**src/rtl/nand_seq.sv**
```systemverilog
// Bit-serial logic unit that evaluates NAND/AND/OR/XOR/NOT one external NAND gate step per clock.
// Optional X/Z capture detection on nand_q is enabled by defining NAND_SEQ_XCHECK_EN.
module nand_seq #(
  parameter int WIDTH = 8
) (
  input  logic             clk,
  input  logic             rst_n,
  input  logic             req_valid,
  output logic             req_ready,
  input  logic [2:0]       req_op,
  input  logic [WIDTH-1:0] req_a,
  input  logic [WIDTH-1:0] req_b,
  output logic             rsp_valid,
  input  logic             rsp_ready,
  output logic [WIDTH-1:0] rsp_res,
  output logic             rsp_err,
  output logic             nand_a,
  output logic             nand_b,
  input  logic             nand_q
);

  localparam int IW = (WIDTH > 1) ? $clog2(WIDTH) : 1;

  typedef enum logic [1:0] {
    IDLE = 2'd0,
    STEP = 2'd1,
    RESP = 2'd2
  } state_t;

  state_t            state_r;
  logic [2:0]        op_r;
  logic [WIDTH-1:0]  a_r;
  logic [WIDTH-1:0]  b_r;
  logic [WIDTH-1:0]  res_r;
  logic              t1_r;
  logic              t2_r;
  logic              t3_r;
  logic [1:0]        step_r;
  logic [IW-1:0]     bit_r;
  logic              err_r;
  logic              nand_a_r;
  logic              nand_b_r;
  logic              req_ready_r;
  logic              rsp_valid_r;

  logic              last_s;
  logic              last_bit_s;
  logic [1:0]        step_n_s;
  logic [WIDTH-1:0]  a_sh_s;
  logic [WIDTH-1:0]  b_sh_s;
  logic              a_cur_s;
  logic              b_cur_s;
  logic              t1_n_s;
  logic              t2_n_s;
  logic              t3_n_s;
  logic [1:0]        opnd_s;
  logic [1:0]        acc_opnd_s;

`ifdef NAND_SEQ_XCHECK_EN
  logic              xflag_r;
  logic              x_now_s;
`endif

  // Index of the final step of one bit; every op ends its bit by writing q.
  function automatic logic [1:0] last_step(input logic [2:0] op);
    case (op)
      3'b001:  last_step = 2'd1;
      3'b010:  last_step = 2'd2;
      3'b011:  last_step = 2'd3;
      default: last_step = 2'd0;
    endcase
  endfunction

  function automatic logic [1:0] step_opnds(input logic [2:0] op, input logic [1:0] step,
                                            input logic a, input logic b, input logic t1,
                                            input logic t2, input logic t3);
    case (op)
      3'b000: step_opnds = {a, b};
      3'b001: step_opnds = (step == 2'd0) ? {a, b} : {t1, t1};
      3'b010: begin
        case (step)
          2'd0:    step_opnds = {a, a};
          2'd1:    step_opnds = {b, b};
          default: step_opnds = {t1, t2};
        endcase
      end
      3'b011: begin
        case (step)
          2'd0:    step_opnds = {a, b};
          2'd1:    step_opnds = {a, t1};
          2'd2:    step_opnds = {b, t1};
          default: step_opnds = {t2, t3};
        endcase
      end
      3'b100:  step_opnds = {a, a};
      default: step_opnds = 2'b00;
    endcase
  endfunction

  // Next-step operands use the temp being captured this edge, so a step can consume its predecessor.
  always_comb begin
    last_s     = (step_r == last_step(op_r));
    last_bit_s = (bit_r == IW'(WIDTH - 1));
    a_sh_s     = a_r >> 1;
    b_sh_s     = b_r >> 1;
    t1_n_s     = t1_r;
    t2_n_s     = t2_r;
    t3_n_s     = t3_r;
    if (last_s) begin
      step_n_s = 2'd0;
      a_cur_s  = a_sh_s[0];
      b_cur_s  = b_sh_s[0];
    end else begin
      step_n_s = step_r + 2'd1;
      a_cur_s  = a_r[0];
      b_cur_s  = b_r[0];
      case (step_r)
        2'd0:    t1_n_s = nand_q;
        2'd1:    t2_n_s = nand_q;
        2'd2:    t3_n_s = nand_q;
        default: t3_n_s = t3_r;
      endcase
    end
    opnd_s     = step_opnds(op_r, step_n_s, a_cur_s, b_cur_s, t1_n_s, t2_n_s, t3_n_s);
    acc_opnd_s = step_opnds(req_op, 2'd0, req_a[0], req_b[0], 1'b0, 1'b0, 1'b0);
`ifdef NAND_SEQ_XCHECK_EN
    x_now_s    = $isunknown(nand_q);
`endif
  end

  // Sequencer: accepts a request, walks bits and steps through the gate, then holds the response.
  always_ff @(posedge clk or negedge rst_n) begin
    if (!rst_n) begin
      state_r     <= IDLE;
      op_r        <= 3'b000;
      a_r         <= '0;
      b_r         <= '0;
      res_r       <= '0;
      t1_r        <= 1'b0;
      t2_r        <= 1'b0;
      t3_r        <= 1'b0;
      step_r      <= 2'd0;
      bit_r       <= '0;
      err_r       <= 1'b0;
      nand_a_r    <= 1'b0;
      nand_b_r    <= 1'b0;
      req_ready_r <= 1'b1;
      rsp_valid_r <= 1'b0;
`ifdef NAND_SEQ_XCHECK_EN
      xflag_r     <= 1'b0;
`endif
    end else begin
      case (state_r)
        IDLE: begin
          if (req_valid) begin
            op_r        <= req_op;
            a_r         <= req_a;
            b_r         <= req_b;
            res_r       <= '0;
            t1_r        <= 1'b0;
            t2_r        <= 1'b0;
            t3_r        <= 1'b0;
            step_r      <= 2'd0;
            bit_r       <= '0;
            req_ready_r <= 1'b0;
            state_r     <= STEP;
            if (req_op > 3'b100) begin
              err_r    <= 1'b1;
              nand_a_r <= 1'b0;
              nand_b_r <= 1'b0;
            end else begin
              err_r    <= 1'b0;
              nand_a_r <= acc_opnd_s[1];
              nand_b_r <= acc_opnd_s[0];
            end
          end else begin
            nand_a_r <= 1'b0;
            nand_b_r <= 1'b0;
          end
        end
        STEP: begin
          // A reserved op spends exactly one cycle here with the gate idle.
          if (err_r) begin
            state_r     <= RESP;
            rsp_valid_r <= 1'b1;
          end else begin
            step_r <= step_n_s;
            t1_r   <= t1_n_s;
            t2_r   <= t2_n_s;
            t3_r   <= t3_n_s;
`ifdef NAND_SEQ_XCHECK_EN
            xflag_r <= xflag_r | x_now_s;
`endif
            if (last_s) begin
              res_r[bit_r] <= nand_q;
              if (last_bit_s) begin
                state_r     <= RESP;
                rsp_valid_r <= 1'b1;
                nand_a_r    <= 1'b0;
                nand_b_r    <= 1'b0;
`ifdef NAND_SEQ_XCHECK_EN
                err_r       <= xflag_r | x_now_s;
`else
                err_r       <= 1'b0;
`endif
              end else begin
                bit_r    <= bit_r + IW'(1);
                a_r      <= a_sh_s;
                b_r      <= b_sh_s;
                nand_a_r <= opnd_s[1];
                nand_b_r <= opnd_s[0];
              end
            end else begin
              nand_a_r <= opnd_s[1];
              nand_b_r <= opnd_s[0];
            end
          end
        end
        RESP: begin
          if (rsp_ready) begin
            state_r     <= IDLE;
            rsp_valid_r <= 1'b0;
            req_ready_r <= 1'b1;
            err_r       <= 1'b0;
`ifdef NAND_SEQ_XCHECK_EN
            xflag_r     <= 1'b0;
`endif
          end else begin
            rsp_valid_r <= 1'b1;
          end
        end
        default: begin
          state_r     <= IDLE;
          req_ready_r <= 1'b1;
          rsp_valid_r <= 1'b0;
          nand_a_r    <= 1'b0;
          nand_b_r    <= 1'b0;
        end
      endcase
    end
  end

  assign req_ready = req_ready_r;
  assign rsp_valid = rsp_valid_r;
  assign rsp_res   = res_r;
  assign rsp_err   = err_r;
  assign nand_a    = nand_a_r;
  assign nand_b    = nand_b_r;

endmodule
```
**config.mk**
```make
export PLATFORM = sky130hd
export DESIGN_NAME = nand_seq
export DESIGN_NICKNAME = d
export VERILOG_FILES = /design/src/rtl/nand_seq.sv
export SDC_FILE = /design/constraint.sdc
export NUM_CORES = 1
export LEC_CHECK = 0
export CAP_MARGIN = 25
export CORE_MARGIN = 2
export CORE_UTILIZATION = 40
export DETAILED_ROUTE_END_ITERATION = 16
export PLACE_DENSITY = 0.64
export SYNTH_ARGS = -nofsm -noshare
export SYNTH_HDL_FRONTEND = slang
export SYNTH_SLANG_ARGS = --single-unit
```
**constraint.sdc**
```tcl
create_clock -name clk -period 2.1 [get_ports clk]
set_clock_uncertainty 0.1 [all_clocks]
set_input_delay 0.42 -clock clk [delete_from_list [all_inputs] [get_ports clk]]
set_output_delay 0.42 -clock clk [all_outputs]
set_load 0.1 [all_outputs]
```
==> reports/qor.csv, run 1 <==
metric;value;unit
hold buffers post-CTS;0;
Peak VDD IR;0.744;mV
worst min-delay path category;primary input to asynchronous set/reset pin;
switching pwr;2.53;mW
EDFF count, synth;0;
chip width;83.4;um
number of global-route vias before repair;2244;
wire per inst;14.9;um
total CTS buffers;5;
part of the power in registers;0.245;
via count;2236;
Clock Latency Late Sink;290;ps
Core Util, Final;0.598;
largest net degree at the start of global routing;32;
post-synth top area cell;dfrtp_1;
count leader, synth;dfrtp_1;
final cell count without fillers;425;
post-route clock period utilization;0.996;
Post-synth top cells;dfrtp_1 (41), nand2_1 (33), o21ai_0 (30);
initial core utilization;0.421;
Avg Inst Size Synth;9.44;um2
Synth-to-Final Area Change;42.1;%
WP data arrival;2180;ps
io pins;37;
Leak;1.59;nW
drt drc;0;
gpl congestion;0.891;
CTS tree;done;
Cells after Synth;267;
Int Pwr;3.05;mW
grt ovf;0;
top cells by area, synth;dfrtp_1 (41%), mux2i_1 (9.5%), o21ai_0 (6.0%), nand2_1 (4.9%), ha_1 (4.5%);
initial antenna violation count;0;
HPWL Detailed;4450;um
fin nets;382;
multi-input logic area;1550;um2
FF+latch area;1060;um2
final setup margin;9.10;ps
Post-Place Cell Area;3230;um2
Vias/cell;5.26;
Slew Limit Fails;0;
Fill cells;515;
register area share after synthesis;0.418;
Synth top area share;0.407;
Crit path required time;2190;ps
cells on worst reg2reg path;8;
First-pass DRT Iterations;4;
pre-CTS setup slack;-223;ps
IO Port Bufs;36;
clock-pin transition on the worst setup and hold timing paths;80;ps
clock buffer depth;2;
WS Path Type;flip-flop to flip-flop;
placed cell count;408;
Root Driver;clkbuf_8;
CORE AREA;5990;um2
Final ANT Viol Nets;0;
ys flop type;dfrtp_1;
ratio of cells with drive above 1 in the final layout;0.334;
Die H;83.4;um
Slew HR;0.511;
Clk network pwr share;0.100;
row cnt;28;
fmax;478;MHz
Ys Warns;0;
Max Cap Viol;0;
CP Capture Type;flip-flop;
synthesized flop and latch total;42;
status;complete, no violations;
crit path max fanout;5;
Net Count, Synth;300;
Hold Fails Final Rpt;0;
RSZ-0062 raised after global routing;yes;
Distinct cells, synth;48;
worst slew pin tran;733;ps
global-route usage over all layers;0.187;
post-layout instance area;3580;um2
CTS sink cnt;42;
clock period minus worst slack;2090;ps
sw frac;0.454;
Routed WL;6330;um
combinational share of power;0.655;
critical path launch point type;flip-flop;
Ant. Diodes;0;
die area;6950;um2
Async S/R FF share, synth;1.00;
# setup viols final;0;
H-tree levels;2;
Post-Syn Area;2520;um2
Iter 0 DRT Violations;140;
pwr dens;1560;nW/um2
first-pass GRT wire length;10700;um
post-route total power;5.58;mW
[path summary, 6_finish.rpt]
path / from / to / slack, ps
max: step_r[1] / nand_b / 9
min: rst_n / nand_a / 80
max reg2reg: step_r[1] / nand_b / 9
min reg2reg: b_r[4] / b_r[4] / 390
max in group asynchronous: rst_n / bit_r[1] / 1210
min in group clk: b_r[4] / b_r[4] / 390
[layout make-up]
| type | count | share of cell area |
|---|---|---|
| multi-input cells | 206 | 0.433 |
| clock buffers | 6 | 0.0231 |
| inverters | 6 | 0.00699 |
| clock inverters | 2 | 0.00349 |
| well taps | 75 | 0.0262 |
| repair buffers | 88 | 0.212 |
| flip-flops and latches | 42 | 0.296 |
[power by group through the flow]
stage / Sequential, mW / Combinational (mW) / Clock (mW)
3_3_place_gp: 1.35 / 3.17 / 0
6_report: 1.37 / 3.65 / 0.557
4_1_cts: 1.36 / 3.31 / 0.576
5_1_grt: 1.42 / 3.97 / 0.613
2_1_floorplan: 1.69 / 1.75 / 0
3_5_place_dp: 1.36 / 3.21 / 0
[metal layers]
metal / share of wire / global-route usage
met1: 0.46 / 0.249
met2: 0.49 / 0.320
met3: 0.034 / 0.0298
met4: 0.012 / 0.0462
met5: 0 / 0
[through the flow]
step / setup TNS [ps] / hold slack [ps]
2_1_floorplan: -9.06 / 24.4
3_3_place_gp: -1240 / 363
3_5_place_dp: -1510 / 371
4_1_cts: -2.25 / 104
5_1_grt: -483 / 133
6_report: 0 / 82.1
[state kept, by name (all words and copies together), names as in the netlist]
name	count
rsp_valid	1
t1_r	1
state_r	2
b_r	8
op_r	3
rsp_err	1
req_ready	1
t2_r	1
bit_r	3
t3_r	1
step_r	2
a_r	8
nand_a	1
nand_b	1
rsp_res	8
[critical path, cell delays in order, from the launching register on]
cell	delay, ps
dfrtp_2	480
xnor2_2	180
buf_4	140
and3_1	180
o31ai_2	280
nand4_1	170
o31ai_1	270
a211o_1	140
nand2_1	40
[repair_timing]
action                     in CTS  in global routing
buffers inserted                3                  6
resized for setup              12                 27
pin swaps                       2                 12
setup endpoints to repair       5                 13
[cell usage in the layout, fill, tap and decap left out, drive strengths merged, types with 4 or more instances in the layout]
cell type	instances
a21oi	12
nand3	9
mux2i	24
mux2	5
buf	66
a22o	5
nand2b	6
dfrtp	41
nand2	33
nor2b	7
o21ai	33
o31ai	5
nand3b	4
nor2	15
clkdlybuf4s50	22
clkbuf	6
ha	9
nor3b	5
inv	6
[kinds of logic after synthesis]
logic type | share of synthesized area
AO/OA/AOI/OAI | 0.183
XOR/XNOR | 0.0104
adder cells (fa/ha/maj) | 0.0447
buffers and inverters | 0.0318
flip-flops | 0.418
multiplexers | 0.118
AND/OR/NAND/NOR | 0.195
(Power assumes the default switching activity.)
==> run 2: changes to the inputs <==
--- a/config.mk
+++ b/config.mk
@@ -5,11 +5,12 @@
 export SDC_FILE = /design/constraint.sdc
 export NUM_CORES = 1
 export LEC_CHECK = 0
+export ABC_AREA = 1
 export CAP_MARGIN = 25
-export CORE_MARGIN = 2
 export CORE_UTILIZATION = 40
 export DETAILED_ROUTE_END_ITERATION = 16
-export PLACE_DENSITY = 0.64
+export DONT_BUFFER_PORTS = 1
+export PLACE_DENSITY = 0.56
 export SYNTH_ARGS = -nofsm -noshare
 export SYNTH_HDL_FRONTEND = slang
 export SYNTH_SLANG_ARGS = --single-unit
==> run 2 against run 1 <==
  * Final cell count is 3.3% higher
  * Global-route usage is 0.78 points higher
  * Synthesized cell count is 19% higher
  * Core utilization is 8.2 points lower
  * Die area is 8.0% lower
  * Sequential cell count stayed put
  * Worst hold slack better by 60 ps
  * Highest routed layer unchanged
  * Combinational power is 7.7% higher
  * Largest cell class unchanged
  * Cell area is 15% lower
  * Sequential power is 4% higher
==> reports/qor.csv, run 2 <==
metric;value;unit
ys flop type;dfrtp_1;
grt ovf;0;
Distinct cells, synth;33;
cells on worst reg2reg path;12;
most common cell after layout, fill and taps aside;nand2_1;
pwr dens;1930;nW/um2
Cells after Synth;319;
number of global-route vias before repair;2115;
WP data arrival;2170;ps
die area;6390;um2
Ant. Diodes;0;
Root Driver;clkbuf_8;
Leak;1.50;nW
Synth top area share;0.422;
HPWL Detailed;4230;um
Clock Latency Late Sink;300;ps
row cnt;28;
CP Capture Type;flip-flop;
Reg2Reg Setup Slack;60;ps
status;complete, no violations;
initial antenna violation count;0;
setup TNS;0;ps
Max Cap Viol;0;
worst hold path startpoint;req_b[7];
Ys Warns;0;
Slew HR;0.666;
Slew Limit Fails;0;
Vias/cell;5.18;
top cells by area, synth;dfrtp_1 (42%), nand2_1 (13%), a31oi_1 (4.9%), inv_1 (4.8%), ha_1 (4.6%);
global-route usage over all layers;0.195;
post-route clock period utilization;0.972;
fin nets;396;
Core Util, Final;0.516;
post-route total power;5.88;mW
hold path cells;2;
fmax;490;MHz
clock buffer depth;2;
Die H;80.0;um
Routed WL;5970;um
ratio of cells with drive above 1 in the final layout;0.242;
chip width;80.0;um
Iter 0 DRT Violations;110;
clock-pin transition on the worst setup and hold timing paths;90;ps
FF+latch area;1050;um2
Crit path required time;2230;ps
# setup viols final;0;
Final ANT Viol Nets;0;
First-pass DRT Iterations;4;
EDFF count, synth;0;
largest net degree at the start of global routing;43;
Hold Fails Final Rpt;0;
H-tree levels;2;
hold path endpoint;b_r[7];
synthesized flop and latch total;42;
WS Path Type;flip-flop to flip-flop;
critical path launch point type;flip-flop;
drt drc;0;
via count;2274;
total CTS buffers;5;
count leader, synth;nand2_1;
register area share after synthesis;0.433;
gpl congestion;0.829;
Async S/R FF share, synth;1.00;
Reg2Reg Capture Point;b_r[5];
CTS sink cnt;42;
first-pass GRT wire length;9690;um
crit path max fanout;7;
multi-input logic area;1230;um2
worst slew pin tran;501;ps
Peak VDD IR;0.802;mV
Post-synth top cells;nand2_1 (83), dfrtp_1 (41), inv_1 (31);
Fill cells;573;
CTS tree;done;
Post-Syn Area;2430;um2
IO Port Bufs;0;
clock period minus worst slack;2040;ps
Net Count, Synth;352;
worst min-delay path category;primary input to flip-flop;
Synth-to-Final Area Change;25.0;%
post-synth top area cell;dfrtp_1;
initial core utilization;0.413;
most frequent cells in the layout;nand2_1 (83), dfrtp_1 (40), buf_4 (40);
Avg Inst Size Synth;7.62;um2
io pins;37;
worst r2r src;state_r[0];
wire per inst;13.6;um
CORE AREA;5890;um2
==> run 2: worst max-delay path, stage by stage, from the launching register on <==
cell and delay (ps):
dfrtp_1 430, inv_2 80, ha_4 170, inv_2 60, nor2_2 50, nor2_4 110
o21ai_2 80, inv_2 80, o21ai_4 90, a21oi_4 320, clkbuf_16 220, nor2_1 50
a31oi_1 140
==> run 2: cells by family (layout without fill, tap and decap cells) <==
family,count (synthesis),after routing,share of synthesized area
adder cells (fa/ha/maj),9,9,0.0463
multiplexers,1,1,0.00463
AND/OR/NAND/NOR,157,157,0.278
buffers and inverters,48,93,0.0803
flip-flops,42,42,0.433
AO/OA/AOI/OAI,62,62,0.157
==> run 2: worst max path at each step <==
stage | startpoint | endpoint | slack [ps] | cells after the start
2_1_floorplan | state_r[0] | a_r[1] | 170 | 12
3_3_place_gp | state_r[1] | a_r[5] | 100 | 12
3_5_place_dp | state_r[0] | b_r[5] | -30 | 12
4_1_cts | state_r[0] | b_r[5] | 40 | 12
5_1_grt | state_r[0] | b_r[1] | -50 | 12
6_report | state_r[0] | b_r[5] | 60 | 12
==> run 2: final cells by class <==
type,instances,area share
Multi-Input combinational cell,229,0.405
Sequential cell,42,0.347
Timing Repair Buffer,47,0.139
Inverter,38,0.0482
Tap cell,75,0.0309
Clock buffer,5,0.0227
Clock inverter,3,0.00700
==> run 2: repair_timing <==
item,4_1_cts,5_1_grt
hold buffers,2,0
gates resized for setup,1,19
setup endpoints to repair,12,30
setup buffers,0,9
hold endpoints to repair,42,0
cloned,0,2
pin swaps,0,3
==> run 2: report_power, final <==
part	internal [mW]	switching, mW
Combinational	1.53	2.39
Clock	0.234	0.298
Sequential	1.15	0.266
Total	2.92	2.96
==> run 2: metal layers <==
layer / share of wire / vias to the layer above / GRT usage
met5: 0 / - / 0
met4: 0.010 / 0 / 0.0518
li1: - / 1156 / -
met1: 0.47 / 1075 / 0.265
met2: 0.49 / 37 / 0.321
met3: 0.033 / 6 / 0.0331
==> run 2: stage by stage <==
step                hold WS (ps)  worst slack (ps)  cells  area, um2
floorplan                   24.4               171    319       2430
global placement            25.1              95.7    418       2740
detailed placement          25.2             -33.4    418       2740
CTS                          140              36.6    428       2860
global route                 155             -52.2    439       3040
finish                       142              59.3    439       3040
